## src/rtl/arith_seq_unit.sv

```systemverilog
// ============================================================================
// Module      : arith_seq_unit
// Description : Self-sequenced two-operand unit (average / scaled sum /
//               shift difference / difference), fixed 3-cycle latency.
// Revision    : 1.0 - initial release
// ============================================================================
`default_nettype none

module arith_seq_unit #(
  parameter int WIDTH = 5,
  parameter int SH_LO = 1,
  parameter int SH_HI = 3
) (
  input  logic             clk,
  input  logic             clear,
  input  logic             start,
  input  logic [1:0]       mode,
  input  logic [WIDTH-1:0] in1,
  input  logic [WIDTH-1:0] in2,
  output logic [WIDTH-1:0] out,
  output logic             ovf,
  output logic             busy,
  output logic             done
);

  localparam logic [1:0] c_mode_avg = 2'd0;
  localparam logic [1:0] c_mode_scl = 2'd1;
  localparam logic [1:0] c_mode_shd = 2'd2;
  localparam logic [1:0] c_mode_dif = 2'd3;

  typedef enum logic [1:0] {
    S_IDLE = 2'd0,
    S_EX1  = 2'd1,
    S_EX2  = 2'd2
  } state_t;

  state_t           r_state;
  logic [WIDTH-1:0] r_a;
  logic [WIDTH-1:0] r_b;
  logic [1:0]       r_m;
  logic [WIDTH-1:0] r_t;
  logic             r_c;
  logic [WIDTH-1:0] r_out;
  logic             r_ovf;
  logic             r_busy;
  logic             r_done;

  logic [WIDTH:0]   w_ex1;
  logic [WIDTH:0]   w_scl;
  logic [WIDTH-1:0] w_res;
  logic             w_res_ovf;

  // EX1: the single add/sub stage; the top bit is carry for add, borrow for sub
  always_comb begin
    w_ex1 = '0;
    if (r_m == c_mode_dif) begin
      w_ex1 = {1'b0, r_a} - {1'b0, r_b};
    end else begin
      w_ex1 = {1'b0, r_a} + {1'b0, r_b};
    end
  end

  // EX2: result selection from the registered temp {c,T}
  always_comb begin
    w_scl     = {1'b0, r_t} + {1'b0, (r_t >> SH_HI)};
    w_res     = '0;
    w_res_ovf = 1'b0;
    case (r_m)
      c_mode_avg: begin
        w_res     = WIDTH'({r_c, r_t} >> SH_LO);
        w_res_ovf = 1'b0;
      end
      c_mode_scl: begin
        w_res     = w_scl[WIDTH-1:0];
        w_res_ovf = r_c | w_scl[WIDTH];
      end
      c_mode_shd: begin
        // T>>SH_LO is always >= T>>SH_HI, so this never wraps
        w_res     = (r_t >> SH_LO) - (r_t >> SH_HI);
        w_res_ovf = r_c;
      end
      default: begin
        w_res     = r_t;
        w_res_ovf = r_c;
      end
    endcase
  end

  always_ff @(posedge clk or posedge clear) begin
    if (clear) begin
      r_state <= S_IDLE;
      r_a     <= '0;
      r_b     <= '0;
      r_m     <= '0;
      r_t     <= '0;
      r_c     <= 1'b0;
      r_out   <= '0;
      r_ovf   <= 1'b0;
      r_busy  <= 1'b0;
      r_done  <= 1'b0;
    end else begin
      case (r_state)
        S_IDLE: begin
          r_done <= 1'b0;
          if (start) begin
            r_a     <= in1;
            r_b     <= in2;
            r_m     <= mode;
            r_busy  <= 1'b1;
            r_state <= S_EX1;
          end
        end
        S_EX1: begin
          r_t     <= w_ex1[WIDTH-1:0];
          r_c     <= w_ex1[WIDTH];
          r_state <= S_EX2;
        end
        S_EX2: begin
          r_out   <= w_res;
          r_ovf   <= w_res_ovf;
          r_done  <= 1'b1;
          r_busy  <= 1'b0;
          r_state <= S_IDLE;
        end
        default: begin
          r_busy  <= 1'b0;
          r_done  <= 1'b0;
          r_state <= S_IDLE;
        end
      endcase
    end
  end

  assign out  = r_out;
  assign ovf  = r_ovf;
  assign busy = r_busy;
  assign done = r_done;

endmodule

`default_nettype wire

```

## config.mk

```make
export PLATFORM = sky130hd
export DESIGN_NAME = arith_seq_unit
export DESIGN_NICKNAME = d
export VERILOG_FILES = /design/src/rtl/arith_seq_unit.sv
export SDC_FILE = /design/constraint.sdc
export NUM_CORES = 1
export LEC_CHECK = 0
export CAP_MARGIN = 10
export CORE_MARGIN = 4
export CORE_UTILIZATION = 54
export DETAILED_ROUTE_END_ITERATION = 7
export GPL_ROUTABILITY_DRIVEN = 1
export PLACE_DENSITY_LB_ADDON = 0.08
export SETUP_SLACK_MARGIN = 0.5
export SLEW_MARGIN = 10
export SYNTH_ARGS = -nofsm -noshare
export SYNTH_HDL_FRONTEND = slang
export SYNTH_SLANG_ARGS = --single-unit
```

## constraint.sdc

```tcl
create_clock -name clk -period 2.5 [get_ports clk]
set_input_delay 0.75 -clock clk [delete_from_list [all_inputs] [get_ports clk]]
set_output_delay 0.75 -clock clk [all_outputs]
set_load 0.1 [all_outputs]
```

### After elaboration in Yosys (flattened, before gate mapping)

Cells that the tools add are included.

| operators by class | value |
|---|---|
| add/sub/neg operators | 4 |
| mux-type cells | 8 |
| bitwise logic cells | 2 |
| reduce and logical (&&, ||, !) cells | 4 |
| equal/unequal tests | 6 |

Operator list:

| cell | count |
|---|---|
| case mux 5 bit (3 select lines) | 1 |
| adder 5 x 2 -> 6 bit | 1 |
| adder 5 x 5 -> 6 bit | 1 |
| equality test 2 bit, second input constant | 3 |
| two-way mux 6 bit | 1 |
| case mux 1 bit (2 select lines) | 3 |
| subtractor 5 x 5 -> 6 bit | 1 |
| subtractor 4 x 2 -> 5 bit | 1 |
| equality test 2 x 1 -> 1 bit, second input constant | 2 |
| logical NOT 2 bit | 2 |
| case mux 2 bit (2 select lines) | 1 |
| AND reduction 2 bit | 2 |
| two-way mux 2 bit | 1 |
| inequality test 2 bit, second input constant | 1 |
| two-way mux 1 bit | 1 |
| inverter 1 bit | 1 |
| bitwise OR 1 bit | 1 |

| word-level totals | value |
|---|---|
| register bits after elaboration | 28 |
| logic and storage cells | 34 |

### Longest topological paths before layout

Gate-level depths: netlist of run 1.

| depth | value |
|---|---|
| word-level depth | 3 |
| mapped depth | 10 |
| mapped depth without buffers | 10 |

### Least setup slack after synthesis of run 1

No wires, ideal clock.

| path | value |
|---|---|
| kind | register to register |
| start | register r_m[1] |
| end | register r_c |
| data required time | 2.420 ns |
| slack | 0.551 ns |
| data arrival time | 1.869 ns |
| stages on the path, launching flop included | 9 |
| buffers on the path | 1 |
| path through | dfrtp_1 > buf_4 > nand2_1 > mux2i_1 > ha_1 > nor2b_1 > o2111a_1 > a211o_1 > o211ai_2 |

| between the ends | value |
|---|---|
| cells in the longest elaborated chain, start to end | 2 |

RTL lines:

| what | line | text |
|---|---|---|
| start: declaration | 40 | `logic [1:0] r_m;` |
| start signal: assignment | 108 | `r_m <= mode;` |
| equality test 2 bit | 56 | `if (r_m == c_mode_dif) begin` |
| two-way mux 6 bit | 56 |  |
| end signal: assignment | 115 | `r_c <= w_ex1[WIDTH];` |
| end: declaration | 42 | `logic r_c;` |

No other way between the ends.
A chain may end at the register's enable or synchronous reset.

### Final worst setup path of run 1

| path | value |
|---|---|
| start | register r_b[1] |
| end | register r_t[3] |

| between the ends | value |
|---|---|
| cells in the longest elaborated chain, start to end | 2 |
| elaborated cells on any way between the ends | 3 |
| classes of those cells | 2 x add/sub; 1 x mux |

RTL lines:

| what | line | text |
|---|---|---|
| start: declaration | 39 | `logic [WIDTH-1:0] r_b;` |
| start signal: assignment | 107 | `r_b <= in2;` |
| adder 5 x 5 -> 6 bit / subtractor 5 x 5 -> 6 bit (equally long branches) | 59, 57 |  |
| two-way mux 6 bit (*) | 56 |  |
| end signal: assignment | 114 | `r_t <= w_ex1[WIDTH-1:0];` |
| end: declaration | 41 | `logic [WIDTH-1:0] r_t;` |

Mark *: on every way between the ends. The rest lies on a longest branch, timed or not.

==> flow_summary.toml, run 1 <==
[clock_network]
clock_path_buffers = 2
holdBufCountCts = 0
cts_tree = "done"
clkTransAtPathRegs_ps = 150
cts_made_buffers = 3
clock-sinks = 28
cts_root_buf = "clkbuf_4"
clk_latency_ps = 340
htree_num_levels = 1

[final_layout]
fillCellCount = 223
layout-drive-gt1-share_pct = 24.5
antenna_cells = 0
stdcell_count = 219
num-nets-final = 217
synthToLayoutAreaGrowth_pct = 21.1

[timing]
tightest_slew_ps = 486
skew_ps = 12.4
rsz0062_at_grt = "true"
setup_tns_ps = 0
report.final.slew_viol_count = 0
fmax_mhz = 515
setup_viol = 0
hold_viol_final = 0
period_needed_ps = 1940
post-route-period-util_pct = 77.7
slew_headroom_pct = 67.6

[synth]
ys.warnings.count = 0
synth_area_um2 = 1660
async_flop_share_pct = 100
syn_area_per_cell_um2 = 10.3
syn_inst = 161
synth_edf_count = 0
ys_seq_area_share_pct = 42.3
syn_nets = 189
synth_ff_type = "dfrtp_1"
synth.distinct_cells = 38
ys_ff_latch = 28

[critical_path]
critPathCaptureType = "register"
crit_required_ps = 2760
path_max_fanout = 2
cp_slowest_cell = "dfrtp_1"
crit_top_cell = "o21a_1"
max_stage_delay_ps = 420
crit_chain = "inv_2 > ha_4 > mux2i_4 > ha_1 > nor2b_4 > o21a_1 > o21a_1 > o31ai_2"
crit_arrival_ps = 2210
cp-start-kind = "register"
worstSetupPathType = "reg2reg"

[power]
irDropWorstVdd_mv = 0.612
power_density_nw_per_um2 = 1260
leakage_nw = 0.910

[global_routing]
grt_overflow = 0
antenna_found_initial = 0
grt_max_degree = 29
grt_pass1_vias = 1306
grt_pass1_wl_mm = 5.79
grt_usage_pct = 18.0

[placement]
dp_hpwl_mm = 2.39
gp_congestion = 0.871
dpl.cell_count = 211
port_buffers = 22

[detailed_routing]
drt_pre_antenna_iters = 4
ant_nets = 0
wl_mm = 3.23
wl_per_cell_um = 14.7
routed_via_density = 5.69
drc_errors = 0
vias = 1247
dr.first_iter.drc_count = 54

[floorplan]
coreArea_um2 = 2850
die_area_um2 = 4020
num_rows = 19
die_y_um = 63.4
fp.dieW_um = 63.4
initial_core_util_pct = 58.1
ios = 23

[run]
maxCapViolCount = 0

[run_status]
status = "completed"

[worst_hold_path]
hp-class = "reg2reg"
final timing paths:
path | from | end | slack (ps) | depth (start not counted)
max reg2reg | r_b[1]$_DFFE_PP0P_ | r_t[3]$_DFFE_PP0N_ | 560 | 8
max | r_b[1]$_DFFE_PP0P_ | r_t[3]$_DFFE_PP0N_ | 560 | 8
min | out[3]$_DFFE_PP0P_ | out[3]$_DFFE_PP0P_ | 510 | 2
min in group asynchronous | clear | r_b[2]$_DFFE_PP0P_ | 750 | 3
max in group asynchronous | clear | r_t[4]$_DFFE_PP0N_ | 1480 | 3
min reg2reg | out[3]$_DFFE_PP0P_ | out[3]$_DFFE_PP0P_ | 510 | 2
power breakdown:
| group | leakage, nW | switching (mW) | internal (mW) | total [mW] |
|---|---|---|---|---|
| sequential | 0.340 | 0.134 | 0.609 | 0.743 |
| clock | 0.0210 | 0.134 | 0.0893 | 0.224 |
| combinational | 0.548 | 0.948 | 0.611 | 1.56 |
| total | 0.910 | 1.22 | 1.31 | 2.53 |
placed cells by master (no fill, tap or decap), types with 2 or more instances in the layout:
cell,n
inv_1,11
xnor2_1,4
ha_1,9
nand3_1,2
o21ai_0,12
fa_1,3
nand2_1,24
dfrtp_2,2
o31ai_2,2
clkbuf_4,3
nor3_1,2
or3_1,4
mux2_2,9
inv_2,2
dfrtp_1,26
xor2_1,4
nor2_1,4
a21oi_1,4
a21o_1,3
mux4_2,2
buf_4,16
clkdlybuf4s50_1,14
o21a_1,2
through the flow:
stage / cell area, um2 / setup WS (ps) / hold slack, ps / util (%) / total power [mW]
floorplan: 1660 / 551 / 469 / - / 1.89
global placement: 1890 / 445 / 464 / 66.2 / 2.15
detailed placement: 1890 / 406 / 476 / 66.2 / 2.18
CTS: 1950 / 496 / 512 / 68.2 / 2.43
global route: 2010 / 441 / 534 / 70.4 / 2.73
finish: 2010 / 558 / 505 / 70.4 / 2.53
cell type report:
type                            instances  area (um2)  area share (%)
Timing Repair Buffer                   30         260            13.0
Inverter                               13        48.8            2.43
Tap cell                               31        38.8            1.93
Clock buffer                            4        36.3            1.81
Sequential cell                        28         703            35.0
Multi-Input combinational cell        113         920            45.8
registers in the layout, summed over array words and instances, names as in the netlist:
| register | cells |
|---|---|
| r_m | 2 |
| r_b | 5 |
| r_t | 5 |
| out | 5 |
| r_c | 1 |
| r_state | 2 |
| ovf | 1 |
| r_a | 5 |
| busy | 1 |
| done | 1 |
cell families after synthesis:
group	Yosys count	synth area share (%)
simple gates	47	14.3
compound gates	32	12.5
flops	28	42.3
buf+inv	20	5.51
mux	13	10.0
fa+ha+maj	13	11.2
xor+xnor	8	4.23
per-layer routing:
| metal | GRT usage, % | vias up | wire length [um] |
|---|---|---|---|
| li1 | - | 615 | - |
| met1 | 22.2 | 596 | 1410 |
| met2 | 31.3 | 30 | 1650 |
| met3 | 3.02 | 6 | 128 |
| met4 | 7.01 | 0 | 40 |
| met5 | 0 | - | 0 |
cells in the mapped netlist, types with 3 or more instances:
cell type  count  share of area (%)
dfrtp_1       28                 42
nand2_1       25                5.7
inv_1         13                2.9
o21ai_0       13                3.9
ha_1          10                7.5
mux2_2         9                6.1
a21oi_1        5                1.5
buf_2          4                1.2
nor2_1         4               0.91
or3_1          4                1.5
xnor2_1        4                2.1
xor2_1         4                2.1
a21o_1         3                1.4
fa_1           3                3.6
critical path: cells and delay by family (launching register included):
| kind | cells | cell delay (ps) |
|---|---|---|
| adders and majority gates | 2 | 470 |
| and+or+nand+nor | 1 | 130 |
| DFF | 1 | 420 |
| muxes | 1 | 170 |
| AOI/OAI and AO/OA | 3 | 620 |
| buffers and inverters | 1 | 80 |
repair_timing:
action	CTS	global route
pin swaps	0	7
resized for setup	2	12
endpoints found under the setup margin	4	7
buffers inserted	2	2
Power figures use the tool's default switching activity.
==> run 2, diff against run 1 <==
==> constraint.sdc (replaced) <==
create_clock -name clk -period 1.8 [get_ports clk]
set_input_delay 0.54 -clock clk [delete_from_list [all_inputs] [get_ports clk]]
set_output_delay 0.54 -clock clk [all_outputs]
set_load 0.1 [all_outputs]
==> flow_summary.toml, run 2 (same netlist as run 1, synthesis figures left out) <==
[power]
leakage_nw = 1.07
p_sw_mw = 1.99
seq_power_share_pct = 25.4
p_clk_share_pct = 7.2
p_sw_share_pct = 45.8
p_comb_share_pct = 67.5
power.internal_mw = 2.36
power_density_nw_per_um2 = 1820
irDropWorstVdd_mv = 0.905

[detailed_routing]
routed_via_density = 5.92
wl_mm = 4.12
dr.first_iter.drc_count = 79
wl_per_cell_um = 17.3
drt_pre_antenna_iters = 4
vias = 1408
drc_errors = 0
ant_nets = 0

[floorplan]
coreArea_um2 = 2850
ios = 23
fp.dieW_um = 63.4
die_y_um = 63.4
initial_core_util_pct = 58.1
num_rows = 19
die_area_um2 = 4020

[critical_path]
critPathCaptureType = "register"
crit_arrival_ps = 2190
path_delay_family = "adder cells"
r2r_start = "r_b[0]$_DFFE_PP0P_"
cp-start-kind = "register"
reg2regPathDepth = 9
cp_slowest_cell = "dfrtp_1"
cp.buffers_inverters = 2
worstSetupPathType = "reg2reg"
max_stage_delay_ps = 400
r2r_setup_slack_ps = -150
worst_r2r_endpoint = "r_t[4]$_DFFE_PP0N_"
crit_chain = "inv_2 > ha_4 > mux2i_2 > buf_4 > fa_2 > a21o_1 > a21oi_2 > xor2_1 > o21ai_1"
path_max_fanout = 2
crit_required_ps = 2040

[timing]
finalWorstSetupSlack_ps = -153
hold_viol_final = 0
rsz0062_at_grt = "true"
tightest_slew_ps = 564
report.final.slew_viol_count = 0
slew_headroom_pct = 62.4
setup_tns_ps = -632
skew_ps = 3.50
fmax_mhz = 512
post-route-period-util_pct = 108
setup_viol = 6
period_needed_ps = 1950

[global_routing]
grt_usage_pct = 20.3
grt_max_degree = 29
grt_overflow = 0
use_met3_pct = 3.20
grt_util_met2_pct = 37.3
busiest_layer = "met2"
antenna_found_initial = 0
use_met1_pct = 21.3
grt_pass1_vias = 1513
grt_pass1_wl_mm = 6.49

[final_layout]
final_cell_mix = "24 x nand2_1, 24 x buf_4, 16 x dfrtp_1"
antenna_cells = 0
finalInstanceArea_um2 = 2390
synthToLayoutAreaGrowth_pct = 44.0
num-nets-final = 236
layout-drive-gt1-share_pct = 44.0

[run_status]
violations = "setup timing"
status = "complete, but fails checks"

[placement]
port_buffers = 22
gp_congestion = 0.910
postPlaceCellArea_um2 = 2150
dp_hpwl_mm = 2.70

[clock_network]
clk_latency_ps = 340
cts_tree = "done"
clock_path_buffers = 2
cts_made_buffers = 3
holdBufCountCts = 0
cts_root_buf = "clkbuf_4"
clock-sinks = 28
clkTransAtPathRegs_ps = 140
htree_num_levels = 1

[run]
maxCapViolCount = 0

[worst_hold_path]
min-delay-start = "r_a[4]$_DFFE_PP0P_"
hold_end = "r_a[4]$_DFFE_PP0P_"
hp-class = "reg2reg"
min_path_cells = 1
run 2: cell types whose count changed in the layout (fill, tap and decap cells not counted), sizes merged:
cell / change
buf: +19
clkdlybuf4s50: -1
dlygate4sd2: +1
run 2: routing by layer:
| layer | wire length [um] | part of all wire (%) |
|---|---|---|
| met1 | 1580 | 38 |
| met2 | 2220 | 54 |
| met3 | 164 | 4.0 |
| met4 | 158 | 3.8 |
| met5 | 0 | 0 |
run 2: power by group through the flow:
stage / clock (mW) / sequential (mW) / combinational (mW)
final: 0.312 / 1.10 / 2.94
after global routing: 0.342 / 1.14 / 3.14
after global placement: 0 / 1.08 / 2.38
after floorplan: 0 / 1.57 / 1.20
after CTS: 0.319 / 1.08 / 2.61
after detailed placement: 0 / 1.09 / 2.48
run 2: worst reg2reg max path: stages, from the launching register on:
cell and delay (ps):
dfrtp_1 400, inv_2 70, ha_4 260, mux2i_2 60
buf_4 140, fa_2 350, a21o_1 180, a21oi_2 130
xor2_1 180, o21ai_1 90
run 2: final cells by class:
type	count	area, um2
Clock buffer	4	36.3
Fill cell	171	465
Inverter	13	48.8
Multi-Input combinational cell	113	1030
Sequential cell	28	716
Tap cell	31	38.8
Timing Repair Buffer	49	513
run 2: through the flow:
| stage | cells | setup slack [ps] | power [mW] | util [%] | hold WS, ps |
|---|---|---|---|---|---|
| 4_1_cts | 232 | -91.7 | 4.01 | 78.8 | 538 |
| 5_1_grt | 238 | -206 | 4.62 | 83.7 | 578 |
| 3_3_place_gp | 223 | -35.7 | 3.46 | 75.2 | 496 |
| 6_report | 238 | -153 | 4.35 | 83.7 | 539 |
| 3_5_place_dp | 223 | -105 | 3.57 | 75.2 | 503 |
| 2_1_floorplan | 161 | -31.5 | 2.77 | - | 471 |
run 2: worst max-delay path by stage:
stage	from	end	slack [ps]	cells after the start
floorplan	r_b[1]$_DFFE_PP0P_	r_c$_DFFE_PP0N_	-30	8
global placement	r_t[3]$_DFFE_PP0N_	out[4]$_DFFE_PP0P_	-40	7
detailed placement	r_b[0]$_DFFE_PP0P_	r_c$_DFFE_PP0N_	-100	8
CTS	r_b[1]$_DFFE_PP0P_	r_t[3]$_DFFE_PP0N_	-90	8
global route	r_b[0]$_DFFE_PP0P_	r_c$_DFFE_PP0N_	-210	8
finish	r_b[0]$_DFFE_PP0P_	r_t[4]$_DFFE_PP0N_	-150	9
run 2: what timing repair did:
action	in CTS	in global routing
gates resized for setup	11	20
setup endpoints to repair	31	28
buffers inserted	5	6
pin swaps	2	7
cloned	0	0
